[src/rtl/sram_port_sched_if.sv]
// rtl/sram_port_sched_if.sv - IFU/LSU request ports and BaseRAM pins of the SRAM port scheduler
interface sram_port_sched_if #(
    parameter int ADDR_W = 20,
    parameter int DATA_W = 32
);
    logic              ifu_req_i;
    logic [ADDR_W-1:0] ifu_addr_i;
    logic              ifu_resp_o;
    logic [DATA_W-1:0] ifu_rdata_o;

    logic              lsu_req_i;
    logic              lsu_we_n_i;
    logic [3:0]        lsu_be_n_i;
    logic [ADDR_W-1:0] lsu_addr_i;
    logic [DATA_W-1:0] lsu_wdata_i;
    logic              lsu_resp_o;
    logic [DATA_W-1:0] lsu_rdata_o;

    logic [ADDR_W-1:0] ram_addr_o;
    logic [DATA_W-1:0] ram_wdata_o;
    logic [DATA_W-1:0] ram_rdata_i;
    logic [3:0]        ram_be_n_o;
    logic              ram_ce_n_o;
    logic              ram_oe_n_o;
    logic              ram_we_n_o;

    modport slave (
        input  ifu_req_i, ifu_addr_i,
        input  lsu_req_i, lsu_we_n_i, lsu_be_n_i, lsu_addr_i, lsu_wdata_i,
        input  ram_rdata_i,
        output ifu_resp_o, ifu_rdata_o, lsu_resp_o, lsu_rdata_o,
        output ram_addr_o, ram_wdata_o, ram_be_n_o, ram_ce_n_o, ram_oe_n_o, ram_we_n_o
    );

    modport master (
        output ifu_req_i, ifu_addr_i,
        output lsu_req_i, lsu_we_n_i, lsu_be_n_i, lsu_addr_i, lsu_wdata_i,
        output ram_rdata_i,
        input  ifu_resp_o, ifu_rdata_o, lsu_resp_o, lsu_rdata_o,
        input  ram_addr_o, ram_wdata_o, ram_be_n_o, ram_ce_n_o, ram_oe_n_o, ram_we_n_o
    );
endinterface

[src/rtl/sram_port_sched.sv]
// rtl/sram_port_sched.sv - IFU/LSU arbiter and ce_n/oe_n/we_n sequencer for one asynchronous SRAM port
module sram_port_sched #(
    parameter int ADDR_W     = 20,
    parameter int DATA_W     = 32,
    parameter int RD_WAIT    = 1,
    parameter int WR_WAIT    = 2,
    parameter int LSU_STREAK = 4
) (
    input  logic               clk,
    input  logic               rst_n,
    sram_port_sched_if.slave   bus
);
    localparam int CNT_MAX = (RD_WAIT > WR_WAIT) ? RD_WAIT : WR_WAIT;
    localparam int CNT_W   = (CNT_MAX > 1) ? $clog2(CNT_MAX + 1) : 1;
    localparam int STK_W   = (LSU_STREAK > 1) ? $clog2(LSU_STREAK + 1) : 1;

    typedef enum logic [2:0] {S_IDLE, S_RD, S_WR, S_WR_HOLD, S_DONE} state_t;

    state_t            state_q, state_d;
    logic [CNT_W-1:0]  cnt_q, cnt_d;
    logic [STK_W-1:0]  streak_q, streak_d;
    logic              owner_lsu_q, owner_lsu_d;
    logic [ADDR_W-1:0] addr_q, addr_d;
    logic [DATA_W-1:0] wdata_q, wdata_d;
    logic [3:0]        be_n_q, be_n_d;
    logic              ce_n_q, ce_n_d;
    logic              oe_n_q, oe_n_d;
    logic              we_n_q, we_n_d;
    logic              ifu_resp_q, ifu_resp_d;
    logic              lsu_resp_q, lsu_resp_d;
    logic [DATA_W-1:0] ifu_rdata_q, ifu_rdata_d;
    logic [DATA_W-1:0] lsu_rdata_q, lsu_rdata_d;
    logic              grant_lsu;
    logic              grant_ifu;

    always_comb begin
        state_d     = state_q;
        cnt_d       = cnt_q;
        streak_d    = streak_q;
        owner_lsu_d = owner_lsu_q;
        addr_d      = addr_q;
        wdata_d     = wdata_q;
        be_n_d      = be_n_q;
        ce_n_d      = ce_n_q;
        oe_n_d      = oe_n_q;
        we_n_d      = we_n_q;
        ifu_resp_d  = 1'b0;
        lsu_resp_d  = 1'b0;
        ifu_rdata_d = ifu_rdata_q;
        lsu_rdata_d = lsu_rdata_q;
        // LSU wins unless the IFU is waiting and the LSU has used up its streak.
        grant_lsu   = bus.lsu_req_i && (!bus.ifu_req_i || (streak_q < STK_W'(LSU_STREAK)));
        grant_ifu   = !grant_lsu && bus.ifu_req_i;

        case (state_q)
            S_IDLE: begin
                if (!bus.ifu_req_i) begin
                    streak_d = '0;
                end
                if (grant_lsu) begin
                    owner_lsu_d = 1'b1;
                    if (bus.ifu_req_i && (streak_q != STK_W'(LSU_STREAK))) begin
                        streak_d = streak_q + STK_W'(1);
                    end
                    addr_d  = bus.lsu_addr_i;
                    wdata_d = bus.lsu_wdata_i;
                    be_n_d  = bus.lsu_be_n_i;
                    ce_n_d  = 1'b0;
                    if (bus.lsu_we_n_i) begin
                        state_d = S_RD;
                        oe_n_d  = 1'b0;
                        cnt_d   = CNT_W'(RD_WAIT);
                    end else begin
                        state_d = S_WR;
                        we_n_d  = 1'b0;
                        // WR occupies WR_WAIT cycles: count down from WR_WAIT-1 to 0.
                        cnt_d   = CNT_W'(WR_WAIT - 1);
                    end
                end else if (grant_ifu) begin
                    owner_lsu_d = 1'b0;
                    streak_d    = '0;
                    addr_d      = bus.ifu_addr_i;
                    be_n_d      = 4'h0;
                    ce_n_d      = 1'b0;
                    oe_n_d      = 1'b0;
                    state_d     = S_RD;
                    cnt_d       = CNT_W'(RD_WAIT);
                end
            end
            S_RD: begin
                if (cnt_q == '0) begin
                    state_d = S_DONE;
                    ce_n_d  = 1'b1;
                    oe_n_d  = 1'b1;
                    if (owner_lsu_q) begin
                        lsu_resp_d  = 1'b1;
                        lsu_rdata_d = bus.ram_rdata_i;
                    end else begin
                        ifu_resp_d  = 1'b1;
                        ifu_rdata_d = bus.ram_rdata_i;
                    end
                end else begin
                    cnt_d = cnt_q - CNT_W'(1);
                end
            end
            S_WR: begin
                if (cnt_q == '0) begin
                    state_d = S_WR_HOLD;
                    we_n_d  = 1'b1;
                end else begin
                    cnt_d = cnt_q - CNT_W'(1);
                end
            end
            S_WR_HOLD: begin
                // Address and data stay driven one cycle past the we_n rising edge.
                state_d    = S_DONE;
                ce_n_d     = 1'b1;
                lsu_resp_d = 1'b1;
            end
            S_DONE: begin
                state_d = S_IDLE;
            end
            default: begin
                state_d = S_IDLE;
                ce_n_d  = 1'b1;
                oe_n_d  = 1'b1;
                we_n_d  = 1'b1;
            end
        endcase
    end

    always_ff @(posedge clk or negedge rst_n) begin
        if (!rst_n) begin
            state_q     <= S_IDLE;
            cnt_q       <= '0;
            streak_q    <= '0;
            owner_lsu_q <= 1'b0;
            addr_q      <= '0;
            wdata_q     <= '0;
            be_n_q      <= 4'hF;
            ce_n_q      <= 1'b1;
            oe_n_q      <= 1'b1;
            we_n_q      <= 1'b1;
            ifu_resp_q  <= 1'b0;
            lsu_resp_q  <= 1'b0;
            ifu_rdata_q <= '0;
            lsu_rdata_q <= '0;
        end else begin
            state_q     <= state_d;
            cnt_q       <= cnt_d;
            streak_q    <= streak_d;
            owner_lsu_q <= owner_lsu_d;
            addr_q      <= addr_d;
            wdata_q     <= wdata_d;
            be_n_q      <= be_n_d;
            ce_n_q      <= ce_n_d;
            oe_n_q      <= oe_n_d;
            we_n_q      <= we_n_d;
            ifu_resp_q  <= ifu_resp_d;
            lsu_resp_q  <= lsu_resp_d;
            ifu_rdata_q <= ifu_rdata_d;
            lsu_rdata_q <= lsu_rdata_d;
        end
    end

    assign bus.ifu_resp_o  = ifu_resp_q;
    assign bus.ifu_rdata_o = ifu_rdata_q;
    assign bus.lsu_resp_o  = lsu_resp_q;
    assign bus.lsu_rdata_o = lsu_rdata_q;
    assign bus.ram_addr_o  = addr_q;
    assign bus.ram_wdata_o = wdata_q;
    assign bus.ram_be_n_o  = be_n_q;
    assign bus.ram_ce_n_o  = ce_n_q;
    assign bus.ram_oe_n_o  = oe_n_q;
    assign bus.ram_we_n_o  = we_n_q;
endmodule

[src/flat_wrapper.sv]
// flat-port wrapper written by rule: the top's interface ports become plain ports
module sram_port_sched_flat 
#(
    parameter int ADDR_W     = 20,
    parameter int DATA_W     = 32,
    parameter int RD_WAIT    = 1,
    parameter int WR_WAIT    = 2,
    parameter int LSU_STREAK = 4
)
  (clk, rst_n, bus_ifu_req_i, bus_ifu_addr_i, bus_lsu_req_i, bus_lsu_we_n_i, bus_lsu_be_n_i, bus_lsu_addr_i, bus_lsu_wdata_i, bus_ram_rdata_i, bus_ifu_resp_o, bus_ifu_rdata_o, bus_lsu_resp_o, bus_lsu_rdata_o, bus_ram_addr_o, bus_ram_wdata_o, bus_ram_be_n_o, bus_ram_ce_n_o, bus_ram_oe_n_o, bus_ram_we_n_o);
  sram_port_sched_if #(.ADDR_W(ADDR_W), .DATA_W(DATA_W)) bus_i ();
  input  logic clk;
  input  logic rst_n;
  input wire logic [$bits(bus_i.ifu_req_i)-1:0] bus_ifu_req_i;
  input wire logic [$bits(bus_i.ifu_addr_i)-1:0] bus_ifu_addr_i;
  input wire logic [$bits(bus_i.lsu_req_i)-1:0] bus_lsu_req_i;
  input wire logic [$bits(bus_i.lsu_we_n_i)-1:0] bus_lsu_we_n_i;
  input wire logic [$bits(bus_i.lsu_be_n_i)-1:0] bus_lsu_be_n_i;
  input wire logic [$bits(bus_i.lsu_addr_i)-1:0] bus_lsu_addr_i;
  input wire logic [$bits(bus_i.lsu_wdata_i)-1:0] bus_lsu_wdata_i;
  input wire logic [$bits(bus_i.ram_rdata_i)-1:0] bus_ram_rdata_i;
  output wire logic [$bits(bus_i.ifu_resp_o)-1:0] bus_ifu_resp_o;
  output wire logic [$bits(bus_i.ifu_rdata_o)-1:0] bus_ifu_rdata_o;
  output wire logic [$bits(bus_i.lsu_resp_o)-1:0] bus_lsu_resp_o;
  output wire logic [$bits(bus_i.lsu_rdata_o)-1:0] bus_lsu_rdata_o;
  output wire logic [$bits(bus_i.ram_addr_o)-1:0] bus_ram_addr_o;
  output wire logic [$bits(bus_i.ram_wdata_o)-1:0] bus_ram_wdata_o;
  output wire logic [$bits(bus_i.ram_be_n_o)-1:0] bus_ram_be_n_o;
  output wire logic [$bits(bus_i.ram_ce_n_o)-1:0] bus_ram_ce_n_o;
  output wire logic [$bits(bus_i.ram_oe_n_o)-1:0] bus_ram_oe_n_o;
  output wire logic [$bits(bus_i.ram_we_n_o)-1:0] bus_ram_we_n_o;
  assign bus_i.ifu_req_i = bus_ifu_req_i;
  assign bus_i.ifu_addr_i = bus_ifu_addr_i;
  assign bus_i.lsu_req_i = bus_lsu_req_i;
  assign bus_i.lsu_we_n_i = bus_lsu_we_n_i;
  assign bus_i.lsu_be_n_i = bus_lsu_be_n_i;
  assign bus_i.lsu_addr_i = bus_lsu_addr_i;
  assign bus_i.lsu_wdata_i = bus_lsu_wdata_i;
  assign bus_i.ram_rdata_i = bus_ram_rdata_i;
  assign bus_ifu_resp_o = bus_i.ifu_resp_o;
  assign bus_ifu_rdata_o = bus_i.ifu_rdata_o;
  assign bus_lsu_resp_o = bus_i.lsu_resp_o;
  assign bus_lsu_rdata_o = bus_i.lsu_rdata_o;
  assign bus_ram_addr_o = bus_i.ram_addr_o;
  assign bus_ram_wdata_o = bus_i.ram_wdata_o;
  assign bus_ram_be_n_o = bus_i.ram_be_n_o;
  assign bus_ram_ce_n_o = bus_i.ram_ce_n_o;
  assign bus_ram_oe_n_o = bus_i.ram_oe_n_o;
  assign bus_ram_we_n_o = bus_i.ram_we_n_o;
  sram_port_sched #(.ADDR_W(ADDR_W), .DATA_W(DATA_W), .RD_WAIT(RD_WAIT), .WR_WAIT(WR_WAIT), .LSU_STREAK(LSU_STREAK)) u_core (.clk(clk), .rst_n(rst_n), .bus(bus_i));
endmodule
[config.mk]
export PLATFORM = sky130hd
export DESIGN_NAME = sram_port_sched_flat
export DESIGN_NICKNAME = d
export VERILOG_FILES = /design/src/rtl/sram_port_sched_if.sv /design/src/rtl/sram_port_sched.sv /design/src/flat_wrapper.sv
export SDC_FILE = /design/constraint.sdc
export NUM_CORES = 1
export LEC_CHECK = 0
export BUFFER_PORTS_ARGS = -buffer_cell sky130_fd_sc_hd__buf_2
export CORE_AREA = 2 2 102 123
export DETAILED_ROUTE_END_ITERATION = 6
export DIE_AREA = 0 0 104 125
export PLACE_DENSITY = 0.79
export SLEW_MARGIN = 0
export SYNTH_ARGS = -nofsm -noshare
export SYNTH_HDL_FRONTEND = slang
export SYNTH_SLANG_ARGS = --single-unit
[constraint.sdc]
create_clock -name clk -period 2.2 [get_ports clk]
set_input_delay 0.11 -clock clk [delete_from_list [all_inputs] [get_ports clk]]
set_output_delay 0.11 -clock clk [all_outputs]
set_load 0.02 [all_outputs]
Yosys cells after proc, flatten, opt, wreduce, memory -nomap -nowiden
Cells that the tools add are included.

word-level totals
  register bits after elaboration = 134
  input bits = 113

operators by class
  $add $sub $neg = 2
  $lt $le $gt $ge = 1
  equality and inequality tests = 12
  muxes and demuxes = 35
  bitwise operators = 4
  reductions and logical operators = 23

operators by type and width
  cell                                                                      count
  20-bit 2-to-1 mux                                                         2
  3-bit 2-to-1 mux                                                          8
  3-bit AND reduction                                                       5
  1-bit 2-to-1 mux                                                          13
  3-bit one-hot mux with 4 select lines                                     1
  1-bit one-hot mux with 3 select lines                                     3
  2-bit 2-to-1 mux                                                          4
  4-bit 2-to-1 mux                                                          2
  4-bit AND reduction                                                       2
  3-bit by 2-bit equality test with 1-bit output (second input constant)    2
  2-bit by 1-bit inequality test with 1-bit output (second input constant)  3
  3-bit inequality test (second input constant)                             2
  3-bit OR reduction                                                        2
  2-bit inequality test (second input constant)                             2
  1-bit inverter                                                            4
  2-bit one-hot mux with 2 select lines                                     1
  2-bit AND reduction                                                       2
  2-bit nonzero test                                                        2
  2-bit OR reduction                                                        2
  3-bit by 1-bit adder with 3-bit output (second input constant)            1
  3-bit by 1-bit equality test with 1-bit output (second input constant)    1
  3-bit equality test (second input constant)                               1
  1-bit logical AND                                                         3
  3-bit zero test                                                           1
  7 further kinds                                                           8

Longest topological paths before layout
Gate-level depths: netlist of the first run.

  depth after elaboration = 8
  depth in mapped cells = 7
  depth with buffers taken out = 6

Worst setup path before layout of the first run
OpenSTA, ideal clock, no wires.

  path type = reg2reg
  start point = reg u_core.cnt_q[0]
  end point = reg u_core.ifu_rdata_q[10] (netlist: u_core.bus.ifu_rdata_o[10])
  library setup time = 0.125 ns
  arrival = 1.576 ns
  data required time = 2.075 ns
  path slack = 0.499 ns
  stages on the path, launching flop included = 8
  path buffers = 2
  clock period less this slack = 1.701 ns
  path through = dfrtp_1 -> inv_1 -> ha_1 -> nor3b_4 -> nor2b_4 -> buf_6 -> buf_12 -> mux2_4

between the ends
  longest elaborated chain between the ends = 2

ends and longest elaborated chain
  element                        line                    text
  start: declaration             sram_port_sched.sv:20   logic [CNT_W-1:0] cnt_q, cnt_d;
  start signal: assignment       sram_port_sched.sv:150  cnt_q <= cnt_d;
  2-bit zero test                sram_port_sched.sv:91   if (cnt_q == '0) begin
  3-bit AND reduction (no line)  -
  end signal: assignment         sram_port_sched.sv:161  ifu_rdata_q <= ifu_rdata_d;
  end: declaration               sram_port_sched.sv:31   logic [DATA_W-1:0] ifu_rdata_q, ifu_rdata_d;

No other way between the ends.
A chain may end at the register's enable or synchronous reset.

Final worst setup path of the first run
  start point = reg u_core.streak_q[2]
  end point = reg u_core.addr_q[16] (netlist: u_core.bus.ram_addr_o[16])

between the ends
  longest elaborated chain between the ends = 7
  elaborated cells between the ends (all ways) = 8

ends and longest elaborated chain
  element                        line                    text
  start: declaration             sram_port_sched.sv:21   logic [STK_W-1:0] streak_q, streak_d;
  start signal: assignment       sram_port_sched.sv:151  streak_q <= streak_d;
  3-bit < comparator (*)         sram_port_sched.sv:52   grant_lsu = bus.lsu_req_i && (!bus.ifu_req_i || (streak_q < STK_W'(LSU_STREAK)));
  1-bit logical OR (*)           sram_port_sched.sv:52
  1-bit logical AND (*)          sram_port_sched.sv:52
  1-bit zero test                sram_port_sched.sv:53   grant_ifu = !grant_lsu && bus.ifu_req_i;
  1-bit logical AND              sram_port_sched.sv:53
  2-bit nonzero test (no line)   -
  2-bit AND reduction (no line)  -
  end signal: assignment         sram_port_sched.sv:153  addr_q <= addr_d;
  end: declaration               sram_port_sched.sv:23   logic [ADDR_W-1:0] addr_q, addr_d;

Every way passes the cells marked *; elsewhere a longest branch is shown, timed or not.

==> flow_metrics.tcl, run 1 <==
set metrics [dict create \
    cp.required_ns 2.49 \
    layout_common_cells "buf_2 (236), dfrtp_1 (127), nand2_1 (123)" \
    relSlewSlack 0.5800 \
    status "finished clean" \
    gp_congestion 0.8675 \
    netlist_area_um2 5560 \
    dieArea_um2 13000 \
    numCtsBuffers 17 \
    rows 44 \
    leakage_nw 4.288 \
    overflow 0 \
    syn_nets 561 \
    worstSkewPairLatency_ns 0.41 \
    core_um2 11890 \
    cts_tree "yes" \
    path_class "register to register" \
    die_w_um 104 \
    fillers 806 \
    power.total_mw 12.31 \
    synth_area_leaders "dfrtp_1 (57%), nand2_1 (8.3%), mux2_4 (7.8%), mux2_2 (7.3%), mux2i_1 (4.0%)" \
    via_per_inst 4.952 \
    hp-start "bus_ifu_addr_i[13]" \
    grt_pass1_wl_mm 26.39 \
    layout-drive-gt1-share 0.4449 \
    root_buffer "clkbuf_16" \
    num_vias 4704 \
    r2r_start "u_core.streak_q[2]" \
    worst_pin_slew_ns 0.6300 \
    grt_start_max_net_pins 61 \
    min_period_over_period 0.9103 \
    grt_antenna_before_repair 0 \
    critPathCaptureType "register" \
    htree_levels 4 \
    hold_path_class "input port to register" \
    synth.largest_area_cell "dfrtp_1" \
    die_h_um 125 \
    synth-edff-count 0 \
    postSynthAreaPerCell_um2 12.50 \
    drcViolationCount 0 \
    path_buf_inv 2 \
    final.setup.tns_ns 0 \
    fmax_mhz 499.4 \
    yosysTopAreaCellShare 0.5716 \
    rsz0062_at_grt "false" \
    seq_area_frac_synth 0.6046 \
    utilization 0.6988 \
    min_path_cells 3 \
    numPortBuffers 237 \
    finalCriticalPeriod_ns 2.003 \
    place_hpwl_mm 9.556 \
    clk_pin_slew_worst_paths_ns 0.06 \
    crit_fanout 12 \
    drtIter0Drc 307 \
    irDropWorstVdd_v 0.0008199 \
    initial_core_util 0.4676 \
    crit_family "buffers and inverters" \
    finalSetupViolations 0 \
    synth.distinct_cells 38 \
    post_drt_wl_per_cell_um 17.15 \
    nNetsFinal 893 \
    pin_count 238 \
    instances_no_fill 950 \
    syn_inst 445 \
    ys_async_sr_fraction 1.000 \
    r2r-end "u_core.bus.ram_addr_o[16]" \
    ys_warn_count 0 \
    ff2ff_setup_slack_ns 0.20 \
    cp.arrival_ns 2.29 \
    grt_pass1_vias 5002 \
    antenna_left 0 \
    syn_to_final_growth_pct 49.44 \
    critPathLaunchType "register" \
    power_density_nw_per_um2 1482 \
    drv_cap 0 \
    wirelength_mm 16.29 \
    crit_chain "a21boi_4 > buf_4 > mux2i_1 > dlygate4sd3_1 > o21ai_0" \
    slew_viol_final 0 \
    cts_setup_buffers 0 \
    slowest_delay_ns 0.59 \
    dp.cells 830 \
    layout_commonest_cell "buf_2" \
    grt_use_total 0.2601 \
    cts_buffer_depth 2 \
    clock-sinks 134 \
    antennaDiodeCount 0 \
    ff2ff_path_depth 5 \
    min_to "u_core.bus.ram_addr_o[13]" \
    synthFlopType "dfrtp_1" \
    first_pass_iters 5 \
    clock_skew_ns 0.005047 \
    cp_slowest_cell "dlygate4sd3_1" \
    finalHoldViolCount 0 \
    crit_path_start "u_core.streak_q[2]" \
    ys_ff_latch 134 \
]
==> report_power, final <==
part | switching, mW | internal, mW | leakage (nW)
Sequential | 0.765 | 3.70 | 1.62
Combinational | 3.18 | 2.19 | 2.41
Clock | 0.966 | 1.52 | 0.251
==> synth_stat cells, types with 2 or more instances <==
cell / instances
nor2_1: 8
nand2_1: 123
ha_1: 3
mux2i_1: 22
a21oi_1: 5
mux2_4: 29
buf_6: 5
buf_2: 6
nor3_1: 3
clkbuf_1: 8
o21ai_0: 28
mux2_2: 36
buf_12: 3
dfstp_2: 7
inv_1: 6
dfrtp_1: 127
nor2b_1: 2
a22o_1: 4
==> worst max path at each step <==
stage,end,cells after the start
after global routing,u_core.bus.ram_addr_o[12],5
after global placement,u_core.bus.ifu_rdata_o[5],6
after floorplan,u_core.bus.ifu_rdata_o[10],7
after detailed placement,u_core.bus.ifu_rdata_o[6],6
after CTS,u_core.bus.ram_addr_o[7],5
final,u_core.bus.ram_addr_o[16],5
==> flip-flops by register name, summed over array words and instances (netlist names) <==
signal,flops
u_core.state_q,3
u_core.bus.lsu_rdata_o,32
u_core.bus.ram_wdata_o,32
u_core.bus.ifu_resp_o,1
u_core.streak_q,3
u_core.bus.lsu_resp_o,1
u_core.bus.ram_we_n_o,1
u_core.bus.ram_oe_n_o,1
u_core.owner_lsu_q,1
u_core.bus.ifu_rdata_o,32
u_core.bus.ram_addr_o,20
u_core.bus.ram_be_n_o,4
u_core.bus.ram_ce_n_o,1
u_core.cnt_q,2
==> stage by stage <==
step | setup slack, ns | hold slack, ns | area (um2)
2_1_floorplan | 0.4988 | -0.1856 | 5560
3_3_place_gp | 0.3638 | 0.1094 | 6895
3_5_place_dp | 0.3089 | 0.1175 | 6895
4_1_cts | 0.1902 | 0.003264 | 8302
5_1_grt | 0.09235 | 0.007275 | 8309
6_report | 0.1975 | 0.01690 | 8309
==> per-layer routing <==
metal  wire length [um]  global-route usage  share of wire  vias up
met5                  0                   0              0        -
met2               8379              0.4489           0.51      252
met3               1328             0.08863          0.082       30
met4                318             0.09539          0.020        0
met1               6267              0.3012           0.38     2275
li1                   -                   -              -     2147
==> repair_timing <==
| action | in CTS | in global routing |
|---|---|---|
| resized for setup | 0 | 1 |
| hold buffers | 89 | 0 |
| endpoints found under the setup margin | 0 | 1 |
| hold endpoints to repair | 167 | 0 |
==> final cells by class <==
type / instances / area (um2) / share of cell area
Tap cell: 161 / 201.4 / 0.02424
Timing Repair Buffer: 336 / 2208 / 0.2658
Multi-Input combinational cell: 282 / 1999 / 0.2406
Clock buffer: 27 / 493.0 / 0.05933
Clock inverter: 4 / 22.52 / 0.002710
Sequential cell: 134 / 3362 / 0.4046
Inverter: 6 / 22.52 / 0.002710
==> cells by family after synthesis <==
| family | after synthesis | share of synthesized area |
|---|---|---|
| fa+ha+maj | 3 | 0.006751 |
| mux | 87 | 0.1908 |
| compound gates | 44 | 0.04591 |
| buf+inv | 29 | 0.03713 |
| flops | 134 | 0.6046 |
| simple gates | 147 | 0.1132 |
| xor+xnor | 1 | 0.001575 |
==> worst min-delay path, stage by stage <==
cell and delay, ns:
buf_2 0.07, mux2i_1 0.06, o21ai_0 0.15
Note: power is estimated with default switching activity, not from simulation.
==> inputs of run 2 (changes only) <==
--- a/config.mk
+++ b/config.mk
@@ -6,10 +6,12 @@
 export NUM_CORES = 1
 export LEC_CHECK = 0
 export BUFFER_PORTS_ARGS = -buffer_cell sky130_fd_sc_hd__buf_2
-export CORE_AREA = 2 2 102 123
+export CELL_PAD_IN_SITES_DETAIL_PLACEMENT = 1
+export CELL_PAD_IN_SITES_GLOBAL_PLACEMENT = 1
+export CORE_AREA = 2 2 117 142
 export DETAILED_ROUTE_END_ITERATION = 6
-export DIE_AREA = 0 0 104 125
-export PLACE_DENSITY = 0.79
+export DIE_AREA = 0 0 119 144
+export PLACE_DENSITY_LB_ADDON = 0.1
 export SLEW_MARGIN = 0
 export SYNTH_ARGS = -nofsm -noshare
 export SYNTH_HDL_FRONTEND = slang
==> run 2 against run 1 <==
Fmax about the same. Sequential share of layout area is 0.69 points lower. Via count shrank 3.4%. Critical path depth did not move. First-iteration DRC count decreased by 58%. Combinational power hardly changed. Power down 0.34%. Global-route usage is 7.3 points lower. Non-clock buffer count rose by 7. Final cell count grew 6.2%. Clock skew is 0.0033 ns higher. Register-to-register slack about the same. Highest routed layer unchanged.
==> flow_metrics.tcl, run 2 (synthesis gave the netlist of run 1 again) <==
set metrics [dict create \
    status "finished clean" \
    grt_use_total 0.1867 \
    pin_count 238 \
    place_hpwl_mm 10.02 \
    rows 51 \
    via_per_inst 4.503 \
    crit_fanout 23 \
    clock-sinks 134 \
    gp_congestion 0.7531 \
    utilization 0.5320 \
    power_density_nw_per_um2 1452 \
    layout-drive-gt1-share 0.4492 \
    met3_usage 0.05047 \
    min_period_over_period 0.9103 \
    grt_start_max_net_pins 72 \
    cts_resized 0 \
    cp.arrival_ns 2.27 \
    leakage_nw 4.304 \
    drv_cap 0 \
    finalSetupViolations 0 \
    syn_to_final_growth_pct 52.03 \
    post_drt_wl_per_cell_um 15.24 \
    worst_pin_slew_ns 0.6806 \
    cts_buffer_depth 2 \
    cts_tree "yes" \
    clk_pin_slew_worst_paths_ns 0.06 \
    antennaDiodeCount 0 \
    clock_skew_ns 0.008337 \
    path_class "register to register" \
    drtIter0Drc 130 \
    use_met2 0.3179 \
    grt_pass1_wl_mm 25.18 \
    core_um2 15890 \
    htree_levels 4 \
    drcViolationCount 0 \
    nNetsFinal 900 \
    place_area_um2 6967 \
    cp.required_ns 2.47 \
    instances_no_fill 1009 \
    grt_pass1_vias 4987 \
    grt_antenna_before_repair 0 \
    place_ws_ns 0.2692 \
    rsz0062_at_grt "false" \
    finalCriticalPeriod_ns 2.003 \
    worstSkewPairLatency_ns 0.41 \
    grt.busiest_layer "met2" \
    wirelength_mm 15.38 \
    finalHoldViolCount 0 \
    ff2ff_setup_slack_ns 0.20 \
    fin_area_um2 8453 \
    root_buffer "clkbuf_16" \
    antenna_left 0 \
    relSlewSlack 0.5462 \
    initial_core_util 0.3499 \
    irDropWorstVdd_v 0.0004846 \
    layout_commonest_cell "buf_2" \
    numPortBuffers 237 \
    final.setup.tns_ns 0 \
    overflow 0 \
    numCtsBuffers 17 \
    critPathLaunchType "register" \
    cts_setup_buffers 0 \
    gr-usage-met1 0.2249 \
    first_pass_iters 4 \
    fmax_mhz 499.3 \
    die_w_um 119 \
    hold_path_class "input port to register" \
    cts_hold_buf 95 \
    num_vias 4544 \
    critPathCaptureType "register" \
    slew_viol_final 0 \
    layout_common_cells "buf_2 (236), dfrtp_1 (127), nand2_1 (123)" \
    setup_ws_ns 0.1974 \
    dieArea_um2 17140 \
    die_h_um 144 \
    dp.cells 882 \
]
run 2: power by group:
group	leakage (nW)	total [mW]	switching (mW)	internal [mW]
registers	1.62	4.35	0.653	3.70
logic	2.44	5.36	3.15	2.21
clock network	0.243	2.56	1.11	1.45
total	4.30	12.3	4.91	7.36
run 2: layout make-up:
class / count / area [um2]
well taps: 212 / 265.3
clock inverters: 13 / 102.6
multi-input cells: 282 / 1992
repair buffers: 343 / 2276
flip-flops and latches: 134 / 3362
clock buffers: 19 / 432.9
fillers: 1737 / 7436
inverters: 6 / 22.52
run 2: worst paths after layout:
kind	from	to	cells after the start
min reg2reg	u_core.bus.ram_wdata_o[7]	u_core.bus.ram_wdata_o[7]	2
max	u_core.streak_q[2]	u_core.bus.ram_addr_o[8]	5
max reg2reg	u_core.streak_q[2]	u_core.bus.ram_addr_o[8]	5
min in group asynchronous	rst_n	u_core.bus.lsu_rdata_o[28]	2
max in group asynchronous	rst_n	u_core.bus.lsu_rdata_o[16]	3
min	bus_ifu_addr_i[14]	u_core.bus.ram_addr_o[14]	3
run 2: per-layer routing:
| metal | share of wire | wire [um] | up-vias |
|---|---|---|---|
| li1 | - | - | 2164 |
| met1 | 0.42 | 6515 | 2196 |
| met2 | 0.50 | 7655 | 163 |
| met3 | 0.060 | 915 | 21 |
| met4 | 0.019 | 288 | 0 |
| met5 | 0 | 0 | - |
run 2: worst max-delay path: stages (launching register included):
cell,delay [ns]
dfrtp_1,0.41
a21boi_2,0.16
buf_4,0.35
mux2i_1,0.23
dlygate4sd3_1,0.59
o21ai_0,0.10
run 2: through the flow:
stage               power, mW  hold slack, ns
global route            13.12         0.02510
global placement        9.491          0.1705
finish                  12.27         0.01293
CTS                     12.44       0.0009613
floorplan               7.787         -0.1856
detailed placement      9.672          0.1802
